File: src/rtl/register_file_if.sv
// Register-file bus: two read ports, one write port, a debug read port and the write counter.
interface register_file_if #(
    parameter int DATA_WIDTH = 32,
    parameter int ADDR_WIDTH = 5
);
    logic [ADDR_WIDTH-1:0] A1;
    logic [ADDR_WIDTH-1:0] A2;
    logic [ADDR_WIDTH-1:0] A3;
    logic                  WE3;
    logic [DATA_WIDTH-1:0] WD3;
    logic [DATA_WIDTH-1:0] RD1;
    logic [DATA_WIDTH-1:0] RD2;
    logic [ADDR_WIDTH-1:0] DbgAddr;
    logic [DATA_WIDTH-1:0] DbgData;
    logic [15:0]           WrCount;

    modport master (
        output A1, A2, A3, WE3, WD3, DbgAddr,
        input  RD1, RD2, DbgData, WrCount
    );

    modport slave (
        input  A1, A2, A3, WE3, WD3, DbgAddr,
        output RD1, RD2, DbgData, WrCount
    );
endinterface

File: src/rtl/register_file.sv
// MIPS general-purpose register file: r0 hard-wired to zero, two combinational read ports,
// one synchronous write port. Optional write-to-read forwarding under macro REGFILE_BYPASS_EN.
module register_file #(
    parameter int DATA_WIDTH = 32,
    parameter int ADDR_WIDTH = 5
) (
    input  logic            clk,
    input  logic            rst,
    register_file_if.slave  bus
);
    localparam int NUM_REGS = 2 ** ADDR_WIDTH;

    logic [DATA_WIDTH-1:0] regs [1:NUM_REGS-1];
    logic [15:0]           wr_count;
    logic                  write_hit;

    function automatic logic [15:0] sat_inc(input logic [15:0] count);
        return (count == 16'hFFFF) ? count : count + 16'd1;
    endfunction

    assign write_hit   = bus.WE3 && (bus.A3 != '0);
    assign bus.WrCount = wr_count;

    always_ff @(posedge clk or posedge rst) begin
        if (rst) begin
            for (int i = 1; i < NUM_REGS; i++) begin
                regs[i] <= '0;
            end
            wr_count <= '0;
        end else if (write_hit) begin
            regs[bus.A3] <= bus.WD3;
            wr_count     <= sat_inc(wr_count);
        end
    end

    // Reads are forced to zero while reset is held, so no stale value leaks out.
    always_comb begin
        bus.RD1 = '0;
        if (!rst && bus.A1 != '0) begin
            bus.RD1 = regs[bus.A1];
        end
`ifdef REGFILE_BYPASS_EN
        if (!rst && write_hit && bus.A3 == bus.A1) begin
            bus.RD1 = bus.WD3;
        end
`endif
    end

    always_comb begin
        bus.RD2 = '0;
        if (!rst && bus.A2 != '0) begin
            bus.RD2 = regs[bus.A2];
        end
`ifdef REGFILE_BYPASS_EN
        if (!rst && write_hit && bus.A3 == bus.A2) begin
            bus.RD2 = bus.WD3;
        end
`endif
    end

    // The debug port always shows committed storage, never the forwarded value.
    always_comb begin
        bus.DbgData = '0;
        if (!rst && bus.DbgAddr != '0) begin
            bus.DbgData = regs[bus.DbgAddr];
        end
    end
endmodule
File: src/flat_wrapper.sv
// flat-port wrapper written by rule: the top's interface ports become plain ports
module register_file_flat 
#(
    parameter int DATA_WIDTH = 32,
    parameter int ADDR_WIDTH = 5
)
  (clk, rst, bus_A1, bus_A2, bus_A3, bus_WE3, bus_WD3, bus_DbgAddr, bus_RD1, bus_RD2, bus_DbgData, bus_WrCount);
  register_file_if #(.DATA_WIDTH(DATA_WIDTH), .ADDR_WIDTH(ADDR_WIDTH)) bus_i ();
  input  logic clk;
  input  logic rst;
  input wire logic [$bits(bus_i.A1)-1:0] bus_A1;
  input wire logic [$bits(bus_i.A2)-1:0] bus_A2;
  input wire logic [$bits(bus_i.A3)-1:0] bus_A3;
  input wire logic [$bits(bus_i.WE3)-1:0] bus_WE3;
  input wire logic [$bits(bus_i.WD3)-1:0] bus_WD3;
  input wire logic [$bits(bus_i.DbgAddr)-1:0] bus_DbgAddr;
  output wire logic [$bits(bus_i.RD1)-1:0] bus_RD1;
  output wire logic [$bits(bus_i.RD2)-1:0] bus_RD2;
  output wire logic [$bits(bus_i.DbgData)-1:0] bus_DbgData;
  output wire logic [$bits(bus_i.WrCount)-1:0] bus_WrCount;
  assign bus_i.A1 = bus_A1;
  assign bus_i.A2 = bus_A2;
  assign bus_i.A3 = bus_A3;
  assign bus_i.WE3 = bus_WE3;
  assign bus_i.WD3 = bus_WD3;
  assign bus_i.DbgAddr = bus_DbgAddr;
  assign bus_RD1 = bus_i.RD1;
  assign bus_RD2 = bus_i.RD2;
  assign bus_DbgData = bus_i.DbgData;
  assign bus_WrCount = bus_i.WrCount;
  register_file #(.DATA_WIDTH(DATA_WIDTH), .ADDR_WIDTH(ADDR_WIDTH)) u_core (.clk(clk), .rst(rst), .bus(bus_i));
endmodule
File: config.mk
export PLATFORM = sky130hd
export DESIGN_NAME = register_file_flat
export DESIGN_NICKNAME = d
export VERILOG_FILES = /design/src/rtl/register_file_if.sv /design/src/rtl/register_file.sv /design/src/flat_wrapper.sv
export SDC_FILE = /design/constraint.sdc
export NUM_CORES = 2
export LEC_CHECK = 0
export ABC_AREA = 0
export CELL_PAD_IN_SITES_DETAIL_PLACEMENT = 1
export CELL_PAD_IN_SITES_GLOBAL_PLACEMENT = 1
export CORE_ASPECT_RATIO = 1.5
export CORE_MARGIN = 2
export CORE_UTILIZATION = 39
export CTS_CLUSTER_SIZE = 12
export DETAILED_ROUTE_END_ITERATION = 8
export PLACE_DENSITY = 0.61
export SYNTH_ARGS = -nofsm -noshare
export SYNTH_HDL_FRONTEND = slang
export SYNTH_SLANG_ARGS = --single-unit
export TNS_END_PERCENT = 30
File: constraint.sdc
create_clock -name clk -period 62.9 [get_ports clk]
set_clock_uncertainty 0.2 [all_clocks]
set_input_delay 12.58 -clock clk [delete_from_list [all_inputs] [get_ports clk]]
set_output_delay 12.58 -clock clk [all_outputs]
set_load 0.005 [all_outputs]
# Word-level counts from Yosys, hierarchy flattened
# Index checks and enable logic that the tools add are counted.
# totals
ff_bits	1008
input_bits	55
out_inout_bits	112
# classes
add_sub_neg	1
n_lt_le_gt_ge	5
n_eq_ne	1
muxes	15
bitwise_logic	5
reduce_logical	11
# ops
cell	count
992-bit bitwise mux	1
32-bit binary-select mux with 5-bit select	3
32-bit 2-to-1 mux	10
32-bit demux with 5-bit select	1
6-bit greater-or-equal comparator (second input constant)	4
5-bit NOT with 6-bit output	4
5-bit nonzero test	4
16-bit by 1-bit adder with 16-bit output (second input constant)	1
16-bit == test (second input constant)	1
6-bit by 1-bit < comparator with 1-bit output (second input constant)	1
1-bit logical AND	5
2-bit AND reduction	1
1-bit logical NOT	1
1-bit NOT	1

# Depth between registers and ports, before layout
# logic_depth
depth_word	6
depth_mapped	9
depth_no_buf	5

# Worst setup path after synthesis
# OpenSTA, ideal clock, no wires.
# synth_path
kind	in2out
from	input port rst
to	output port bus_RD2[13]
arrival_time_ns	44.285
t_required_ns	50.120
setup_slack_ns	5.835
cell_stages	5
n_path_buf	2
cell_sequence	inv_1 clkbuf_1 clkbuf_1 nand4_1 a222oi_1
# synth_via
elab_chain_len	3
# synth_lines
item	line_no	text
from (decl)	flat_wrapper.sv:10	input logic rst;
1-bit logical NOT (no line)	--	
1-bit logical AND	register_file.sv:51	if (!rst && bus.A2 != '0) begin
32-bit 2-to-1 mux	register_file.sv:51	
to (decl)	flat_wrapper.sv:18	output wire logic [$bits(bus_i.RD2)-1:0] bus_RD2;
# Every way passes these cells.

# Worst setup path after layout
# layout_path
from	input port bus_DbgAddr[0]
to	output port bus_DbgData[24]
# layout_via
elab_chain_len	5
word_cells_on_any_way	7
classes_between	mux: 4; bitwise: 1; reduce/logical: 2
# layout_lines
item	line_no	text
from (decl)	flat_wrapper.sv:16	input wire logic [$bits(bus_i.DbgAddr)-1:0] bus_DbgAddr;
5-bit NOT with 6-bit output (not written as such)	register_file.sv:65	bus.DbgData = regs[bus.DbgAddr];
32-bit binary-select mux with 5-bit select	register_file.sv:65	
32-bit 2-to-1 mux (not written as such) (2 in a row)	register_file.sv:65	
32-bit 2-to-1 mux *	register_file.sv:64	if (!rst && bus.DbgAddr != '0) begin
to (decl)	flat_wrapper.sv:19	output wire logic [$bits(bus_i.DbgData)-1:0] bus_DbgData;
# Mark *: on every way between the ends. The rest lies on a longest branch, timed or not. The select of a mux whose other input is x is not followed.

==> impl_metrics.env <==
export IMPL_ys_seq_area_share_pct=40.31
export IMPL_worstSetupPathType="input port to primary output"
export IMPL_status="complete, no violations"
export IMPL_dieArea_mm2=0.1637
export IMPL_multi_input_area_mm2=0.03520
export IMPL_synthArstFlopShare_pct=100.0
export IMPL_dpl_worst_slack_ps=32800
export IMPL_power_switching_uw=639.9
export IMPL_p_leak_uw=0.02888
export IMPL_cts_htree_levels=3
export IMPL_dr_pass1_iters=5
export IMPL_p_int_uw=1466
export IMPL_vias=44060
export IMPL_viasPerCell=6.794
export IMPL_worstPathCellList="buf_8 -> buf_4 -> buf_4 -> buf_4 -> and2_1 -> a221oi_1 -> a221oi_1 -> nor4_1 -> clkdlybuf4s50_1"
export IMPL_synth_cell_types=54
export IMPL_cp_data_arrival_time_ps=17290
export IMPL_cts_tree="done"
export IMPL_gp_congestion=0.8242
export IMPL_synthToLayoutAreaGrowth_pct=10.78
export IMPL_synth_edff_count=0
export IMPL_layout_commonest_cell="mux2_2"
export IMPL_min_period_ps=30070
export IMPL_ctsHoldBuffers=0
export IMPL_syn_area_mm2=0.06257
export IMPL_grt_overflow_total=0
export IMPL_power_frac_seq_pct=43.0
export IMPL_slowest_delay_ps=830
export IMPL_avgSynthCellArea_um2=14.16
export IMPL_synthesis_nets=4476
export IMPL_post_route_util_pct=43.35
export IMPL_ctsResizeCount=0
export IMPL_switching_share_pct=30.38
export IMPL_tightest_slew_ps=1253
export IMPL_synth_top_area_cell="dfrtp_1"
export IMPL_drtIter0Drc=4002
export IMPL_placed_cell_area_mm2=0.06571
export IMPL_cts_made_buffers=108
export IMPL_cts_root_buffer="clkbuf_16"
export IMPL_rows=180
export IMPL_cpMostUsedCell="buf_4"
export IMPL_antenna_found_initial=27
export IMPL_ys_seq_elements=1008
export IMPL_cts_sinks=1008
export IMPL_synthTopCellsByArea="dfrtp_1, mux2_2, mux4_2"
export IMPL_drt_wl_total_um=249800
export IMPL_mostFrequentLayoutCells="mux2_2, dfrtp_1, mux4_2"
export IMPL_netlist_instances=4420
export IMPL_finalHoldViolations=0
export IMPL_min_path_type="flip-flop to flip-flop"
export IMPL_io_buffers=166
export IMPL_clk_insertion_delay_late_ps=760
export IMPL_cp_max_fo=63
export IMPL_remaining_drc_errors=0
export IMPL_ys_warn_count=0
export IMPL_ant_nets=0
export IMPL_start_kind="input port"
export IMPL_cts_setup_buffers=0
export IMPL_critPathRequiredTime_ps=50120
export IMPL_start_util_pct=39.13
export IMPL_setup_slack_ps=32830
export IMPL_tns_ps=0
export IMPL_grt_usage_pct=30.47
export IMPL_nets=4360
export IMPL_drive_above_1_share_pct=47.86
export IMPL_total_power_uw=2106
export IMPL_max_slew_margin_rel_pct=16.17
export IMPL_fill_cells=15830
export IMPL_io_pins=167
export IMPL_final_period_utilization_pct=47.80
export IMPL_path_clk_slew_ps=60
export IMPL_regArea_mm2=0.02522
export IMPL_grt_pass1_wl_um=354600
export IMPL_cellPowerDensity_mw_per_mm2=30.39
export IMPL_synth_main_ff_cell="dfrtp_1"
export IMPL_critical_path_slowest_cell="buf_4"
export IMPL_wl_per_cell_um=38.51
export IMPL_grt_pass1_vias=45730
export IMPL_fmax_mhz=33.26
export IMPL_p_comb_share_pct=25.3
export IMPL_grt_setup_unrepaired="no"
export IMPL_die_h_um=494.6
export IMPL_end_kind="primary output"
export IMPL_die_x_um=331.1
export IMPL_yosys_area_top_type_share_pct=40.31
export IMPL_ir_drop_mv=0.02292
export IMPL_dp_hpwl_um=143600
export IMPL_core_region_area_mm2=0.1599
export IMPL_grt_max_degree=148
export IMPL_cts_buffer_depth=3
export IMPL_slew_viol_final=0
export IMPL_fin_area_mm2=0.06932
export IMPL_drv_cap=0
export IMPL_power_frac_clock_pct=31.7
export IMPL_setup_viol=0
-- metal layers --
layer  track usage (%)  routed length (um)  vias to the layer above
li1                  -                   -                    17270
met1             40.37              100900                    24410
met2             49.34              119800                     1865
met3             5.554               18370                      488
met4             12.20               10650                       26
met5                 0                 161                        -
-- flip-flops by register name, summed over array words and instances (netlist names) --
register,count
u_core.bus.WrCount,16
u_core.regs,992
-- cell families after synthesis --
| logic type | after synthesis | share of synthesized area (%) |
|---|---|---|
| DFF | 1008 | 40.31 |
| and+or+nand+nor | 380 | 3.233 |
| xor gates and xnor gates | 15 | 0.2100 |
| adders and majority gates | 1 | 0.01999 |
| buffers and inverters | 514 | 3.951 |
| muxes | 2079 | 46.86 |
| AOI/OAI and AO/OA | 423 | 5.415 |
-- metrics by stage --
stage	instances	hold slack (ps)
floorplan	4420	277.4
global placement	6287	274.6
detailed placement	6287	276.5
CTS	6481	291.9
global route	6482	314.4
finish	6486	288.3
-- layout make-up --
cell class | count | area share (%)
clock inverter | 32 | 0.5108
clock buffer | 162 | 4.686
timing repair buffer | 281 | 3.792
inverter | 7 | 0.05054
multi-input combinational | 2898 | 50.78
tap | 2093 | 3.778
antenna | 5 | 0.01805
sequential | 1008 | 36.39
-- power by group through the flow --
stage / Sequential (uW) / Clock, uW / Combinational (uW)
final: 906 / 667 / 533
after global placement: 903 / 0 / 521
after CTS: 902 / 680 / 533
after floorplan: 870 / 0 / 400
after detailed placement: 913 / 0 / 530
after global routing: 925 / 703 / 566
-- worst paths after layout --
| path | cells after the start | slack, ps | end | from |
|---|---|---|---|---|
| max | 9 | 32830 | bus_DbgData[24] | bus_DbgAddr[0] |
| min | 1 | 290 | u_core.bus.WrCount[8] | u_core.bus.WrCount[8] |
| max reg2reg | 4 | 60870 | u_core.bus.WrCount[1] | u_core.bus.WrCount[10] |
| min reg2reg | 1 | 290 | u_core.bus.WrCount[8] | u_core.bus.WrCount[8] |
| max in group asynchronous | 4 | 47820 | u_core.regs[610] | rst |
| min in group asynchronous | 2 | 12300 | u_core.regs[570] | rst |
-- worst max-delay path: cells and delay by family --
kind / cells / cell delay (ps)
buffers and inverters: 5 / 3150
AOI/OAI and AO/OA: 2 / 840
and+or+nand+nor: 2 / 650
-- cell usage after synthesis (3+ instances only) --
cell	count
o21ai_0	22
a2111oi_0	14
nand2_1	60
and3_1	4
o21a_1	25
inv_1	4
nand3b_1	4
mux4_2	563
nand3_1	11
mux2_1	3
buf_4	67
a211oi_1	29
a221o_1	84
a221oi_1	63
o22ai_1	68
nor2_1	78
nor3b_1	4
a21oi_1	16
xor2_1	13
mux2i_1	343
a22oi_1	51
nor3_1	31
buf_6	16
and2_1	4
dfrtp_1	1008
a222oi_1	16
mux2_2	1170
o31a_1	12
nand4_1	19
buf_2	135
nor2b_1	55
buf_1	51
nor4_1	65
a32oi_1	15
clkbuf_1	236
nand2b_1	36
Note: power is estimated with default switching activity, not from simulation.
